[src/rtl/dense_relu_pkg.sv]
`default_nettype none
// +-------------------------------------------------------------------------+
// | dense_relu_pkg : shared sizes, types, default weights and FSM states     |
// | Rev 1.0                                                                 |
// +-------------------------------------------------------------------------+
package dense_relu_pkg;

    localparam int DEF_WIDTH       = 8;
    localparam int DEF_INPUT_SIZE  = 8;
    localparam int DEF_OUTPUT_SIZE = 5;
    localparam int DEF_FRAC_BITS   = 0;

    // Wide enough that INPUT_SIZE full-scale products plus the bias cannot overflow.
    function automatic int acc_width(input int width, input int input_size);
        return 2 * width + $clog2(input_size) + 1;
    endfunction

    localparam int ACC_W = acc_width(DEF_WIDTH, DEF_INPUT_SIZE);

    typedef logic signed [DEF_WIDTH-1:0] elem_t;
    typedef logic signed [ACC_W-1:0]     acc_t;

    typedef enum logic [1:0] {
        ST_IDLE   = 2'd0,
        ST_ACCUM  = 2'd1,
        ST_OUTPUT = 2'd2
    } state_t;

    localparam elem_t DEF_WEIGHTS [DEF_INPUT_SIZE][DEF_OUTPUT_SIZE] = '{
        '{8'sd1, 8'sd0, 8'sd0, 8'sd0, 8'sd0},
        '{8'sd0, 8'sd1, 8'sd0, 8'sd0, 8'sd0},
        '{8'sd0, 8'sd0, 8'sd1, 8'sd0, 8'sd0},
        '{8'sd0, 8'sd0, 8'sd0, 8'sd1, 8'sd0},
        '{8'sd0, 8'sd0, 8'sd0, 8'sd0, 8'sd1},
        '{8'sd0, 8'sd0, 8'sd0, 8'sd0, 8'sd0},
        '{8'sd0, 8'sd0, 8'sd0, 8'sd0, 8'sd0},
        '{8'sd0, 8'sd0, 8'sd0, 8'sd0, 8'sd0}
    };

    localparam elem_t DEF_BIAS [DEF_OUTPUT_SIZE] = '{default: '0};

    // Layers resized away from the defaults see zero outside the default table.
    function automatic int default_weight(input int row, input int col);
        if (row < DEF_INPUT_SIZE && col < DEF_OUTPUT_SIZE)
            return int'(DEF_WEIGHTS[row][col]);
        return 0;
    endfunction

    function automatic int default_bias(input int col);
        if (col < DEF_OUTPUT_SIZE)
            return int'(DEF_BIAS[col]);
        return 0;
    endfunction

endpackage
`default_nettype wire

[src/rtl/dense_relu_seq_relu_sat.sv]
`default_nettype none
// +-------------------------------------------------------------------------+
// | relu_sat : ReLU, fixed-point right shift and clamp to the positive range |
// | Rev 1.0                                                                 |
// +-------------------------------------------------------------------------+
module relu_sat
    import dense_relu_pkg::*;
#(
    parameter int WIDTH     = DEF_WIDTH,
    parameter int ACC_W     = acc_width(DEF_WIDTH, DEF_INPUT_SIZE),
    parameter int FRAC_BITS = DEF_FRAC_BITS
) (
    input  logic signed [ACC_W-1:0] acc,
    output logic signed [WIDTH-1:0] result
);

    localparam logic signed [ACC_W-1:0] C_MAX = ACC_W'((1 << (WIDTH - 1)) - 1);

    logic signed [ACC_W-1:0] w_shifted;

    always_comb begin
        w_shifted = acc >>> FRAC_BITS;
        if (acc[ACC_W-1])
            result = '0;
        else if (w_shifted > C_MAX)
            result = C_MAX[WIDTH-1:0];
        else
            result = w_shifted[WIDTH-1:0];
    end

endmodule
`default_nettype wire

[src/rtl/dense_relu_seq.sv]
`default_nettype none
// +-------------------------------------------------------------------------+
// | dense_relu_seq : time-multiplexed dense layer + ReLU, one input per clk  |
// | Optional runtime weight/bias loading: DENSE_RELU_WLOAD_EN. Rev 1.0       |
// +-------------------------------------------------------------------------+
module dense_relu_seq
    import dense_relu_pkg::*;
#(
    parameter int WIDTH       = DEF_WIDTH,
    parameter int INPUT_SIZE  = DEF_INPUT_SIZE,
    parameter int OUTPUT_SIZE = DEF_OUTPUT_SIZE,
    parameter int FRAC_BITS   = DEF_FRAC_BITS
`ifdef DENSE_RELU_WLOAD_EN
    ,
    localparam int ROW_W = $clog2(INPUT_SIZE + 1),
    localparam int COL_W = (OUTPUT_SIZE > 1) ? $clog2(OUTPUT_SIZE) : 1
`endif
) (
    input  logic                          clk,
    input  logic                          rst_n,
`ifdef DENSE_RELU_WLOAD_EN
    input  logic                          wl_en,
    input  logic [ROW_W-1:0]              wl_row,
    input  logic [COL_W-1:0]              wl_col,
    input  logic [WIDTH-1:0]              wl_data,
`endif
    input  logic                          in_valid,
    output logic                          in_ready,
    input  logic [INPUT_SIZE*WIDTH-1:0]   in_data,
    output logic                          out_valid,
    input  logic                          out_ready,
    output logic [OUTPUT_SIZE*WIDTH-1:0]  out_data,
    output logic                          busy
);

    localparam int              ACC_W_L    = acc_width(WIDTH, INPUT_SIZE);
    localparam int              IDX_W      = $clog2(INPUT_SIZE);
    localparam logic [IDX_W-1:0] C_LAST_IDX = IDX_W'(INPUT_SIZE - 1);

    state_t                   r_state, w_state_next;
    logic [IDX_W-1:0]         r_idx;
    logic signed [WIDTH-1:0]  r_x      [INPUT_SIZE];
    logic signed [ACC_W_L-1:0] r_acc   [OUTPUT_SIZE];
    logic signed [ACC_W_L-1:0] w_acc_next [OUTPUT_SIZE];
    logic signed [2*WIDTH-1:0] w_prod  [OUTPUT_SIZE];
    logic signed [WIDTH-1:0]  w_act    [OUTPUT_SIZE];
    logic signed [WIDTH-1:0]  w_weight [INPUT_SIZE][OUTPUT_SIZE];
    logic signed [WIDTH-1:0]  w_bias   [OUTPUT_SIZE];
    logic                     w_accept;

    assign w_accept = in_valid && in_ready;

`ifdef DENSE_RELU_WLOAD_EN
    // r_w_run is a per-vector snapshot so an IDLE write never alters a vector in flight.
    logic signed [WIDTH-1:0] r_w_prog [INPUT_SIZE][OUTPUT_SIZE];
    logic signed [WIDTH-1:0] r_w_run  [INPUT_SIZE][OUTPUT_SIZE];
    logic signed [WIDTH-1:0] r_b_prog [OUTPUT_SIZE];
    logic                    w_wr;

    assign w_wr = wl_en && (r_state == ST_IDLE) && (int'(wl_row) <= INPUT_SIZE)
                  && (int'(wl_col) < OUTPUT_SIZE);

    always_ff @(posedge clk or negedge rst_n) begin
        if (!rst_n) begin
            for (int r = 0; r < INPUT_SIZE; r++) begin
                for (int c = 0; c < OUTPUT_SIZE; c++) begin
                    r_w_prog[r][c] <= WIDTH'(default_weight(r, c));
                    r_w_run[r][c]  <= WIDTH'(default_weight(r, c));
                end
            end
            for (int c = 0; c < OUTPUT_SIZE; c++)
                r_b_prog[c] <= WIDTH'(default_bias(c));
        end else begin
            if (w_wr) begin
                if (int'(wl_row) == INPUT_SIZE)
                    r_b_prog[wl_col] <= wl_data;
                else
                    r_w_prog[wl_row[IDX_W-1:0]][wl_col] <= wl_data;
            end
            if (w_accept)
                r_w_run <= r_w_prog;
        end
    end

    assign w_weight = r_w_run;
    assign w_bias   = r_b_prog;
`else
    always_comb begin
        for (int r = 0; r < INPUT_SIZE; r++)
            for (int c = 0; c < OUTPUT_SIZE; c++)
                w_weight[r][c] = WIDTH'(default_weight(r, c));
        for (int c = 0; c < OUTPUT_SIZE; c++)
            w_bias[c] = WIDTH'(default_bias(c));
    end
`endif

    always_comb begin
        for (int j = 0; j < OUTPUT_SIZE; j++) begin
            w_prod[j]     = (2*WIDTH)'(r_x[r_idx]) * (2*WIDTH)'(w_weight[r_idx][j]);
            w_acc_next[j] = r_acc[j] + ACC_W_L'(w_prod[j]);
        end
    end

    for (genvar j = 0; j < OUTPUT_SIZE; j++) begin : g_neuron
        relu_sat #(
            .WIDTH     (WIDTH),
            .ACC_W     (ACC_W_L),
            .FRAC_BITS (FRAC_BITS)
        ) u_relu_sat (
            .acc    (w_acc_next[j]),
            .result (w_act[j])
        );
    end

    always_ff @(posedge clk or negedge rst_n) begin
        if (!rst_n) begin
            r_state   <= ST_IDLE;
            in_ready  <= 1'b0;
            out_valid <= 1'b0;
            busy      <= 1'b0;
        end else begin
            r_state   <= w_state_next;
            in_ready  <= (w_state_next == ST_IDLE);
            out_valid <= (w_state_next == ST_OUTPUT);
            busy      <= (w_state_next != ST_IDLE);
        end
    end

    always_comb begin
        w_state_next = r_state;
        case (r_state)
            ST_IDLE:   if (w_accept)             w_state_next = ST_ACCUM;
            ST_ACCUM:  if (r_idx == C_LAST_IDX)  w_state_next = ST_OUTPUT;
            ST_OUTPUT: if (out_ready)            w_state_next = ST_IDLE;
            default:                             w_state_next = ST_IDLE;
        endcase
    end

    always_ff @(posedge clk or negedge rst_n) begin
        if (!rst_n) begin
            r_idx    <= '0;
            r_x      <= '{default: '0};
            r_acc    <= '{default: '0};
            out_data <= '0;
        end else begin
            case (r_state)
                ST_IDLE: begin
                    if (w_accept) begin
                        for (int i = 0; i < INPUT_SIZE; i++)
                            r_x[i] <= in_data[i*WIDTH +: WIDTH];
                        for (int j = 0; j < OUTPUT_SIZE; j++)
                            r_acc[j] <= ACC_W_L'(w_bias[j]) <<< FRAC_BITS;
                        r_idx <= '0;
                    end
                end
                ST_ACCUM: begin
                    r_acc <= w_acc_next;
                    r_idx <= r_idx + IDX_W'(1);
                    if (r_idx == C_LAST_IDX) begin
                        for (int j = 0; j < OUTPUT_SIZE; j++)
                            out_data[j*WIDTH +: WIDTH] <= w_act[j];
                    end
                end
                default: ;
            endcase
        end
    end

endmodule
`default_nettype wire

[config.mk]
export PLATFORM = sky130hd
export DESIGN_NAME = dense_relu_seq
export DESIGN_NICKNAME = d
export VERILOG_FILES = /design/src/rtl/dense_relu_pkg.sv /design/src/rtl/dense_relu_seq_relu_sat.sv /design/src/rtl/dense_relu_seq.sv
export SDC_FILE = /design/constraint.sdc
export NUM_CORES = 1
export LEC_CHECK = 0
export ABC_AREA = 0
export CORE_ASPECT_RATIO = 1.4
export CORE_MARGIN = 5
export CORE_UTILIZATION = 25
export CTS_BUF_LIST = sky130_fd_sc_hd__clkbuf_4
export CTS_CLUSTER_DIAMETER = 100
export DETAILED_ROUTE_END_ITERATION = 10
export GPL_ROUTABILITY_DRIVEN = 0
export HOLD_SLACK_MARGIN = 0.08
export MAX_ROUTING_LAYER = met4
export SLEW_MARGIN = 15
export SYNTH_ARGS = -nofsm -noshare
export SYNTH_HDL_FRONTEND = slang
export SYNTH_SLANG_ARGS = --single-unit
[constraint.sdc]
create_clock -name clk -period 6.55 [get_ports clk]
set_clock_uncertainty 0.2 [all_clocks]
set_input_delay 1.31 -clock clk [delete_from_list [all_inputs] [get_ports clk]]
set_output_delay 1.31 -clock clk [all_outputs]
set_load 0.03 [all_outputs]
* After elaboration in Yosys (flattened, before gate mapping)
Memories as Yosys holds them, arrays and structs flattened. Index checks and enable logic that the tools add are counted.
Operators by class: multiplexer cells 23, $add $sub $neg 6, shift operators 0, div/mod/pow operators 0, multipliers 5, order comparisons 6, eq/ne operators 5, bitwise gates (word level) 1, reductions and logical operators 8
Operators with widths (number):
- $pmux 100 s2 | 1
- $add 20x16->20 | 5
- $gt 20x8->1 const B | 5
- $mux 100 | 1
- $mux 8 | 12
- $mul 8x8->16 | 5
- $mux 40 | 2
- $bmux 8 s3 | 1
- $mux 2 | 3
- $pmux 2 s3 | 1
- $pmux 3 s2 | 1
- $reduce_and 2->1 | 3
- $eq 2x2->1 const B | 2
- $ge 4x4->1 const B | 1
- $logic_not 2->1 | 2
- $not 3->4 | 1
- $reduce_bool 2->1 | 2
- $add 3x1->3 const B | 1
- $eq 3x3->1 const B | 1
- $mux 3 | 1
- $eq 2x1->1 const B | 1
- $ne 2x2->1 const B | 1
- $logic_and 1x1->1 | 1
Storage, ports and cells: word-level logic and storage cells 74, output and inout port bits 43, memories 1, bits in latches 0, RAM bits 0, bits in registers 212, memory bits (read-only) 320, input port bits 68
Memory list:
- (name not given) | words 8, width 40, read ports 1, clocked after Yosys merged registers in 0, wr ports 0, RTL line dense_relu_seq.sv:99 | w_prod[j] = (2*WIDTH)'(r_x[r_idx]) * (2*WIDTH)'(w_weight[r_idx][j]);

* Logic depth before layout (Yosys ltp)
Gate-level depths: netlist of the first run.
depth after elaboration 9, mapped depth 22, gate-level depth less buffers 18

* By module
A second synthesis of the first run with hierarchy kept.
Second synthesis, totals: cell total of the unflattened synthesis 1727, area, all modules 16753.6 um^2
Modules (own cells, without submodules):
- dense_relu_seq | area each 16071.7 um^2, times used 1, cells each 1632, seq. area each 5305.1 um^2
- relu_sat | area each 136.4 um^2, times used 5, cells each 19, seq. area each 0.0 um^2

* Worst setup path after synthesis of the first run
Ideal clock, no wire load.
path kind reg-to-reg, from register r_idx[2], to register out_data[24], data required time 6.227 ns, slack 1.047 ns, period minus slack after synthesis 5.503 ns, stages on the path, launching flop included 18, arrival time 5.180 ns, setup time 0.123 ns, path buffers 2, path through dfrtp_1 clkbuf_1 inv_1 clkbuf_1 ha_1 a21boi_0 ha_1 ha_1 ha_1 ha_1 a211oi_2 o21ai_0 o311a_1 or2_2 a311oi_1 nand2_1 nand4b_2 o221a_2
Between the ends: word-level cells in the longest chain between the ends 9, elaborated cells on any way between the ends 14, classes of those cells add/sub: 1; mul: 1; order compare: 1; eq/ne: 1; mux: 7; bitwise: 1; reduce/logical: 1; memory: 1
RTL lines:
- start, declared | RTL line dense_relu_seq.sv:41 | logic [IDX_W-1:0] r_idx;
- start signal, assigned | RTL line dense_relu_seq.sv:158 | r_idx <= r_idx + IDX_W'(1);
- $not 3->4 (implied by the code) | RTL line dense_relu_seq.sv:99
- $mem_v2 8x40 or $bmux 8 s3 (tied branches)
- $mux 40 or $mux 8 (tied branches) (2 in series)
- $mul 8x8->16 | RTL line dense_relu_seq.sv:99
- $add 20x16->20 | RTL line dense_relu_seq.sv:100 | w_acc_next[j] = r_acc[j] + ACC_W_L'(w_prod[j]);
- $gt 20x8->1 | RTL line dense_relu_seq_relu_sat.sv:25 | else if (w_shifted > C_MAX)
- $mux 8 | RTL line dense_relu_seq_relu_sat.sv:25
- $mux 8 | RTL line dense_relu_seq_relu_sat.sv:23 | if (acc[ACC_W-1])
- end signal, assigned by index | RTL line dense_relu_seq.sv:161 | out_data[j*WIDTH +: WIDTH] <= w_act[j];
- end, declared | RTL line dense_relu_seq.sv:32 | output logic [OUTPUT_SIZE*WIDTH-1:0] out_data,
Parallel ways exist; a longest one is shown, timed or not. The select of a mux whose other input is x is not followed. A chain may end at the register's enable or synchronous reset.

* Worst setup path in the final report of the first run
from register r_idx[0], to register out_data[3]
The elaborated chain is that of the path after synthesis.

==> impl_summary.md, run 1 <==
Route
The final route contains 13510 vias. The wire length per cell is 15.44 um. The via density per instance is 4.859. The first detailed-routing pass took 6 iterations. The antenna violation net count after detailed routing is 0. In the routed design, unresolved DRC markers number 0.

The total routed wirelength is 42950 um. For this block, the initial DRC count from the detailed router was 591.

Worst setup path
The path depth of the worst reg2reg path is 18. The critical path is of the reg -> reg type. In this run the worst path has a maximum fanout of 10. The worst setup path is captured at a flop. The kind of launch point of the worst setup path is a flop.

The worst register-to-register path begins at r_idx[0]. STA puts the critical path data arrival time at 6050 ps. The register-to-register path setup slack is 940 ps.

The endpoint identified for the worst register-to-register timing path is out_data[3]. For the worst setup path, the data required time is around 7000 ps.

Layout
Compared with the post-synthesis result, the final layout area differs by 16.47%. The area taken by flip-flops and latches is 5305 um^2. The layout cell share with drive strength beyond 1 is 8.732%.

The number of nets in the finished design is 2312. The area used by multi-input combinational logic is 10930 um^2. The layout has 7066 filler cells.

Once layout is done, the placed cells without fillers occupy 19410 um^2. The non-filler instance count after layout is 2781. The post-layout utilization of the core is 29.22%.

Timing
Setup repair after global routing left no endpoint under its margin. Headroom to the max-slew limit came out at between 30% and 40%. The max-slew violation count is 0. For the pin with the worst max-slew slack, the measured transition is between 900 and 1000 ps. Setup violations remaining at the end of the flow were counted as 0. The portion of the clock cycle consumed by the worst path in the final layout is between 80% and 90%.

The timing-limited maximum frequency is roughly 180 MHz. The final number of hold-violating endpoints is 0. After layout, the minimum clock period comes to 5613 ps. The final total negative setup slack is 0 ps.

Synthesis
The number of nets in the synthesized netlist is 2198. The total of flip-flops plus latches after synthesis is 212. In the synthesized netlist, the cells that appear most often are 356 x sky130_fd_sc_hd__ha_1, 326 x sky130_fd_sc_hd__nand2_1, 212 x sky130_fd_sc_hd__dfrtp_1. In the synthesized netlist the async set-or-reset flop fraction comes to 100.0%. In the synthesized netlist the dominant register cell turns out to be sky130_fd_sc_hd__dfrtp_1. In this run the cell area of the synthesized design comes to about 17000 um^2. The synthesis warning total is 0. In the post-synthesis netlist, the cell with the most instances is sky130_fd_sc_hd__ha_1.

The number of flops mapped to enable cells by yosys is 0. Each instance of the synthesized netlist takes up on average about 9.4 um^2. After synthesis, the cell types taking the most area are sky130_fd_sc_hd__dfrtp_1 32%, sky130_fd_sc_hd__ha_1 27%, sky130_fd_sc_hd__nand2_1 7.3%.

The portion of the post-synthesis area used by sequential elements is 31.83%. The synthesized instance count is roughly 1800. Of all cell types, the one taking the most synthesized area is sky130_fd_sc_hd__dfrtp_1. The distinct cell type count of the synthesized netlist is 83. The top cell type's share of synthesized area is 31.83%.

Clocking
The number of buffers created by CTS is between 50 and 60. At the later pin of the worst-skew pair, clock insertion delay measures 780 ps. The number of sinks on the clock net is 212. The maximum buffer depth of the clock tree is 3. TritonCTS built the clock tree. The number of hold buffers added after CTS was 0. CTS built an H-tree with a depth of 2. The post-CTS resize count is 0. Clock-pin slew was measured on the worst setup and hold paths at roughly 70 ps. The number of setup buffers added after CTS is 0. The tree is rooted in a sky130_fd_sc_hd__clkbuf_4.

Global routing
The number of global-route vias before repair came to 14050. The first global-routing pass estimated between 70000 and 80000 um of wire. Across every metal layer, demand over resource in global routing totals 12.19%.

The initial antenna violation count was 2. After global routing the overflow that remains totals 0. The maximum number of pins on one net before global-route repair is 120.

Place
The number of port buffers is 110. The number of placed instances, taps included, is 2677. Detailed placement ended at an HPWL of 32350 um. The area of placed instances is 18710 um^2.

Status
The run finished with clean final reports.

Power and ir drop
The overall power of the completed layout is 0.008311 W. IR analysis of the VDD net gives a maximum drop of 271.2 uV. Power spread over the standard cell area amounts to 428.2 nW/um^2. In this run the static leakage power is 9.958 nW.

Floorplan
The count of boundary I/O pins is between 100 and 150. The floorplan step set the die width to 228.2 um. The initial utilization of the core area, before any placement, comes to 25.09%.

The vertical die dimension is 315.5 um. In this run the standard cell core region covers about 66000 um^2. The floorplan has 112 rows. The die area is 72000 um^2.

Min path
The hold path endpoint is r_x[13]. In this run the worst hold path is classified as reg -> reg. The worst hold path passes through 2 cells. The origin of the worst min-delay path is r_x[13].

Flow run
The max-capacitance violation count is 0.
## per-stage QoR
stage	setup WS, ps	hold WS, ps
finish	937.4	275.2
global route	528.7	293.6
CTS	914.4	276.0
detailed placement	905.5	261.4
global placement	978.4	255.5
floorplan	1047	240.3
## metal layers
metal  wire length [um]  vias up  track usage (%)  share of wire, %
li1                   -     6653                -                 -
met1              18480     6470            14.33                43
met2              21420      304            21.46                50
met3               1958       85            1.931               4.6
met4               1088        0            3.948               2.5
met5                  0        -                -                 0
## registers in the layout, summed over array words and instances (netlist names)
register and count:
busy 1, in_ready 1, out_data 40, out_valid 1, r_acc 100, r_idx 3
r_state 2, r_x 64
## cells by family (layout without fill, tap and decap cells)
kind of cell,after synthesis,count (layout),share of synthesized area [%]
compound gates,333,333,13.80
xor+xnor,81,81,4.257
fa+ha+maj,361,361,27.33
buf+inv,122,277,2.778
flops,212,212,31.83
mux,18,18,2.282
other cells,0,2,0
simple gates,642,642,17.72
## how the worst max path moves through the flow
stage | start | end | slack (ps) | cells after the start
CTS | r_idx[0] | out_data[3] | 910 | 18
global placement | r_idx[0] | out_data[2] | 980 | 18
floorplan | r_idx[2] | out_data[24] | 1050 | 17
detailed placement | r_idx[0] | out_data[3] | 910 | 18
global route | r_idx[0] | out_data[1] | 530 | 19
finish | r_idx[0] | out_data[3] | 940 | 18
## layout by cell type (no fill, tap or decap), types with 7 or more instances in the layout
master	Yosys	final
sky130_fd_sc_hd__a211oi_1	18	18
sky130_fd_sc_hd__o31ai_1	10	10
sky130_fd_sc_hd__and4_1	7	7
sky130_fd_sc_hd__a21o_1	21	21
sky130_fd_sc_hd__o21a_1	11	11
sky130_fd_sc_hd__mux4_2	16	16
sky130_fd_sc_hd__and3_1	27	26
sky130_fd_sc_hd__inv_1	54	54
sky130_fd_sc_hd__and2_1	13	13
sky130_fd_sc_hd__o21ai_0	103	103
sky130_fd_sc_hd__buf_4	1	10
sky130_fd_sc_hd__a22o_1	9	9
sky130_fd_sc_hd__nand2b_1	14	13
sky130_fd_sc_hd__dfrtp_1	212	212
sky130_fd_sc_hd__or3_1	9	9
sky130_fd_sc_hd__nor2_1	81	80
sky130_fd_sc_hd__clkbuf_4	0	82
sky130_fd_sc_hd__nor4_1	7	7
sky130_fd_sc_hd__a21boi_0	8	8
sky130_fd_sc_hd__or2_2	7	7
sky130_fd_sc_hd__nor2b_1	8	7
sky130_fd_sc_hd__clkinv_1	0	16
sky130_fd_sc_hd__xnor2_1	61	61
sky130_fd_sc_hd__nand2_1	326	326
sky130_fd_sc_hd__xor2_1	20	20
sky130_fd_sc_hd__clkdlybuf4s50_1	0	109
sky130_fd_sc_hd__o221a_2	21	21
sky130_fd_sc_hd__nor3_1	30	30
sky130_fd_sc_hd__a21oi_1	59	59
sky130_fd_sc_hd__o211ai_1	11	11
sky130_fd_sc_hd__ha_1	356	356
sky130_fd_sc_hd__nand3_1	90	89
## power by group
group / switching, W / internal [W] / total (W)
sequential: 0.000354 / 0.00186 / 0.00222
clock: 0.000577 / 0.000572 / 0.00115
combinational: 0.00297 / 0.00198 / 0.00495
## cell type report
type	count	area share, %
antenna	2	0.02579
inverter	54	1.044
clock inverter	20	0.3932
tap	855	5.512
timing repair buffer	121	6.189
multi-input combinational	1435	56.33
clock buffer	82	3.172
sequential	212	27.33
## worst max-delay path: stages, from the launching register on
cell,delay [ps]
sky130_fd_sc_hd__dfrtp_1,670
sky130_fd_sc_hd__buf_4,290
sky130_fd_sc_hd__mux4_2,540
sky130_fd_sc_hd__and2_1,170
sky130_fd_sc_hd__inv_1,80
sky130_fd_sc_hd__nor2_1,50
sky130_fd_sc_hd__ha_1,200
sky130_fd_sc_hd__ha_1,290
sky130_fd_sc_hd__ha_1,280
sky130_fd_sc_hd__ha_1,180
sky130_fd_sc_hd__inv_1,60
sky130_fd_sc_hd__fa_1,400
sky130_fd_sc_hd__nand2b_1,200
sky130_fd_sc_hd__a211o_1,350
sky130_fd_sc_hd__a221o_1,370
sky130_fd_sc_hd__or4_4,440
sky130_fd_sc_hd__a2111oi_4,410
sky130_fd_sc_hd__and4_1,260
sky130_fd_sc_hd__nor3_1,50
(Power assumes the default switching activity.)
==> inputs of run 2 (changes only) <==
CTS_BUF_LIST = unset   (was sky130_fd_sc_hd__clkbuf_4)
==> run 2 against run 1 <==
Net effect:
- sequential power hardly changed
- worst hold slack is essentially flat
- global-route usage fell by 0.20 points
- via count down 1.8%
- critical endpoint unchanged
- maximum frequency hardly changed
- non-clock buffer count is the same
- register-to-register slack about the same
- sequential share of layout area down 0.29 points
- design area rose by 1.1%
- largest cell class unchanged
- largest power group unchanged
==> impl_summary.md, run 2 (synthesized netlist as in run 1, its figures left out) <==
Layout
The area taken by flip-flops and latches came to 5305 um^2 (unchanged). The count of antenna diodes in the layout is 0 (-2). The number of flip-flops under the largest register name came to 100 (unchanged). The non-filler instance count after layout is 2724 (-2.0%). The largest registers in the layout are r_acc: 100 flops, r_x: 64 flops, out_data: 40 flops. The library cells used most frequently in the layout, excluding fill and tap cells, are 356 x sky130_fd_sc_hd__ha_1, 326 x sky130_fd_sc_hd__nand2_1, 212 x sky130_fd_sc_hd__dfrtp_1. The library cell used most frequently in the layout, excluding fill and tap cells, is sky130_fd_sc_hd__ha_1. The number of filler cells placed in the layout came to 6986 (-1.1%). The register with the highest flop count is r_acc. The layout cell share with drive strength beyond 1 was 6.688% (-2.0 points). The number of nets in the finished design is 2279 (-1.4%). The area used by multi-input combinational logic is 10930 um^2 (unchanged). The post-route standard cell area excluding fillers is 19620 um^2 (+1.1%). The layout overhead on the synthesized area is 17.70%.

Route
The vias after detailed routing is 13270 (-1.8%). The via density per instance is 4.872 (+0.26%). The final routed DRC violation total was 0 (unchanged).

The antenna violation net count after detailed routing came to 0 (unchanged). The total routed wirelength is 42740 um (-0.48%). The violation count after the first detailed-route iteration is 649 (+9.8%). The number of search-and-repair iterations in the first detailed-routing pass came to 5 (-1). The wire length per cell came to 15.69 um (+1.6%).

Clocking
The number of buffers created by CTS was 26 (-56%). The clock insertion delay at the later pin of the skew report came to 550 ps (-230 ps). The count of hold-fix buffers inserted at cts came to 0 (unchanged). The post-CTS resize count came to 0 (unchanged). The post-CTS setup buffer count is 0 (unchanged). The CTS H-tree depth is 1 (-1). The tree is rooted in a sky130_fd_sc_hd__clkbuf_16. TritonCTS built the clock tree. The maximum buffer depth of the clock tree is 3 (unchanged). The clock transition at the register clock pins on the worst setup and hold paths after CTS is 60 ps (about the same).

The number of sinks on the clock net was 212 (unchanged).

Place
The worst-case setup slack after placement is 905.5 ps (unchanged). The cell count after placement is 2677 (unchanged). The half-perimeter wire length of the detailed placement result is 32350 um (unchanged). The area of placed instances is 18710 um^2 (unchanged). The number of port buffers is 110 (unchanged).

Timing
The number of failing setup endpoints in the final timing report is 0 (unchanged). The final total negative setup slack was 0 ps (unchanged). The worst setup slack after layout is 932.7 ps (-4.657 ps). The time the worst path needs with I/O delays and setup is 5617 ps (+4.657 ps). The portion of the clock cycle consumed by the worst path in the final layout is 85.76% (about the same). The timing-limited maximum frequency is 178.0 MHz (about the same). The transition time at the pin with the least slew margin was 915.2 ps (+2.851 ps). The hold slack is 275.2 ps (+0.04500 ps). The max-slew violation count is 0 (unchanged).

The final number of hold-violating endpoints is 0 (unchanged). The max-slew headroom at the worst pin came to 38.99% (-0.19 points). Setup repair after global routing left no endpoint under its margin.

Global routing
The number of global-route vias before repair is 13730 (-2.3%). The global-route wire length before repair was 70230 um (-0.88%). The overflow left after global routing is 0 (unchanged). The global-route total usage across every layer is 12.00% (-0.20 points). The maximum number of pins on one net before global-route repair came to 120 (unchanged).

The initial antenna violation count is 0 (-2).

Worst setup path
The required time of the critical path is 6760 ps (-230 ps). The stage delay of the slowest cell on the critical path is 650 ps (-20 ps). The count of buffering cells on the critical path with inverters included is 3 (unchanged). The worst setup path is of the reg -> reg kind.

Grouping stages by cell kind, the critical path spends the most delay in adder cells. The signal on the critical path passes through buf_4 > mux4_2 > and2_1 > inv_1 > nor2_1 > ha_1 > ha_1 > ha_1 > ha_1 > inv_1 > fa_1 > nand2b_1 > a211o_1 > a221o_1 > or4_4 > a2111oi_4 > and4_1 > nor3_1. The path depth of the worst reg2reg path came to 18 (unchanged). The kind of launch point of the worst setup path is a flop. The worst register-to-register path ends at out_data[3]. The worst setup path startpoint is r_idx[0]. In this run the critical register-to-register path is launched from r_idx[0]. The register-to-register path setup slack is 930 ps (about the same). The kind of end point of the critical path is a flop. The slowest stage cell on the critical path is sky130_fd_sc_hd__dfrtp_1. The most used cell along the critical path is sky130_fd_sc_hd__ha_1.

The arrival time reported for the critical path endpoint is 5820 ps (-230 ps). The largest driver fanout on the critical path came to 10 (unchanged).

Flow run
The max-capacitance violation count came to 0 (unchanged).

Power and ir drop
The total power density per cell area was 442.5 nW/um^2 (+3.3%). The maximum resistive drop on vdd is 268.9 uV (-0.83%). The cell leakage power is 9.982 nW (+0.24%).

Min path
The hold path endpoint is r_x[32]. The worst hold path depth was 2 (unchanged). The origin of the worst min-delay path is r_x[32]. The worst hold path class is reg -> reg.

Floorplan
The vertical die dimension was 315.5 um (unchanged). The count of boundary I/O pins came to 111 (unchanged). The effective utilization at floorplan is 25.09% (unchanged). The die area came to 72000 um^2 (unchanged). The area inside the core boundary is 66420 um^2 (unchanged).

The number of standard-cell rows in the floorplan came to 112 (unchanged). The die width is 228.2 um (unchanged).

Status
The flow ran to the end, and the final reports show no timing, DRC or antenna violations.
run 2: cell count changes in the layout (fill, tap and decap cells not counted), sizes merged:
cell and change:
clkbuf -45, clkinv -12, bufinv +3, inv -3, clkinvlp +2, diode -2
run 2: worst max-delay path by stage:
stage / end / cells past startpoint
global placement: out_data[2] / 18
detailed placement: out_data[3] / 18
CTS: out_data[3] / 18
finish: out_data[3] / 18
floorplan: out_data[24] / 17
global route: out_data[3] / 19
run 2: report_power, final:
| part | switching [W] | internal [W] |
|---|---|---|
| clock | 0.000583 | 0.000934 |
| sequential | 0.000355 | 0.00186 |
| combinational | 0.00297 | 0.00197 |
run 2: area by class of cell:
type | instances | share of cell area, %
multi-input combinational | 1435 | 55.74
sequential | 212 | 27.05
timing repair buffer | 121 | 6.124
tap | 855 | 5.454
clock buffer | 37 | 3.942
inverter | 54 | 1.033
clock inverter | 10 | 0.6634
run 2: through the flow:
| stage | power [W] | util (%) |
|---|---|---|
| finish | 0.008680 | 29.53 |
| global route | 0.009454 | 29.53 |
| CTS | 0.008804 | 29.53 |
| detailed placement | 0.007221 | 28.17 |
| global placement | 0.007083 | 28.17 |
| floorplan | 0.005648 | - |
run 2: layer usage:
metal  share of wire (%)  global-route usage [%]  vias up
li1                    -                       -     6554
met1                  44                   14.53     6381
met2                  50                   21.56      273
met3                 3.9                   1.177       62
met4                 2.2                   3.054        0
met5                   0                       -        -
run 2: worst reg2reg max path: stages, from the launching register on:
cell	delay [ps]
sky130_fd_sc_hd__dfrtp_1	650
sky130_fd_sc_hd__buf_4	290
sky130_fd_sc_hd__mux4_2	540
sky130_fd_sc_hd__and2_1	170
sky130_fd_sc_hd__inv_1	80
sky130_fd_sc_hd__nor2_1	50
sky130_fd_sc_hd__ha_1	200
sky130_fd_sc_hd__ha_1	290
sky130_fd_sc_hd__ha_1	270
sky130_fd_sc_hd__ha_1	180
sky130_fd_sc_hd__inv_1	60
sky130_fd_sc_hd__fa_1	400
sky130_fd_sc_hd__nand2b_1	200
sky130_fd_sc_hd__a211o_1	350
sky130_fd_sc_hd__a221o_1	370
sky130_fd_sc_hd__or4_4	440
sky130_fd_sc_hd__a2111oi_4	410
sky130_fd_sc_hd__and4_1	260
sky130_fd_sc_hd__nor3_1	50
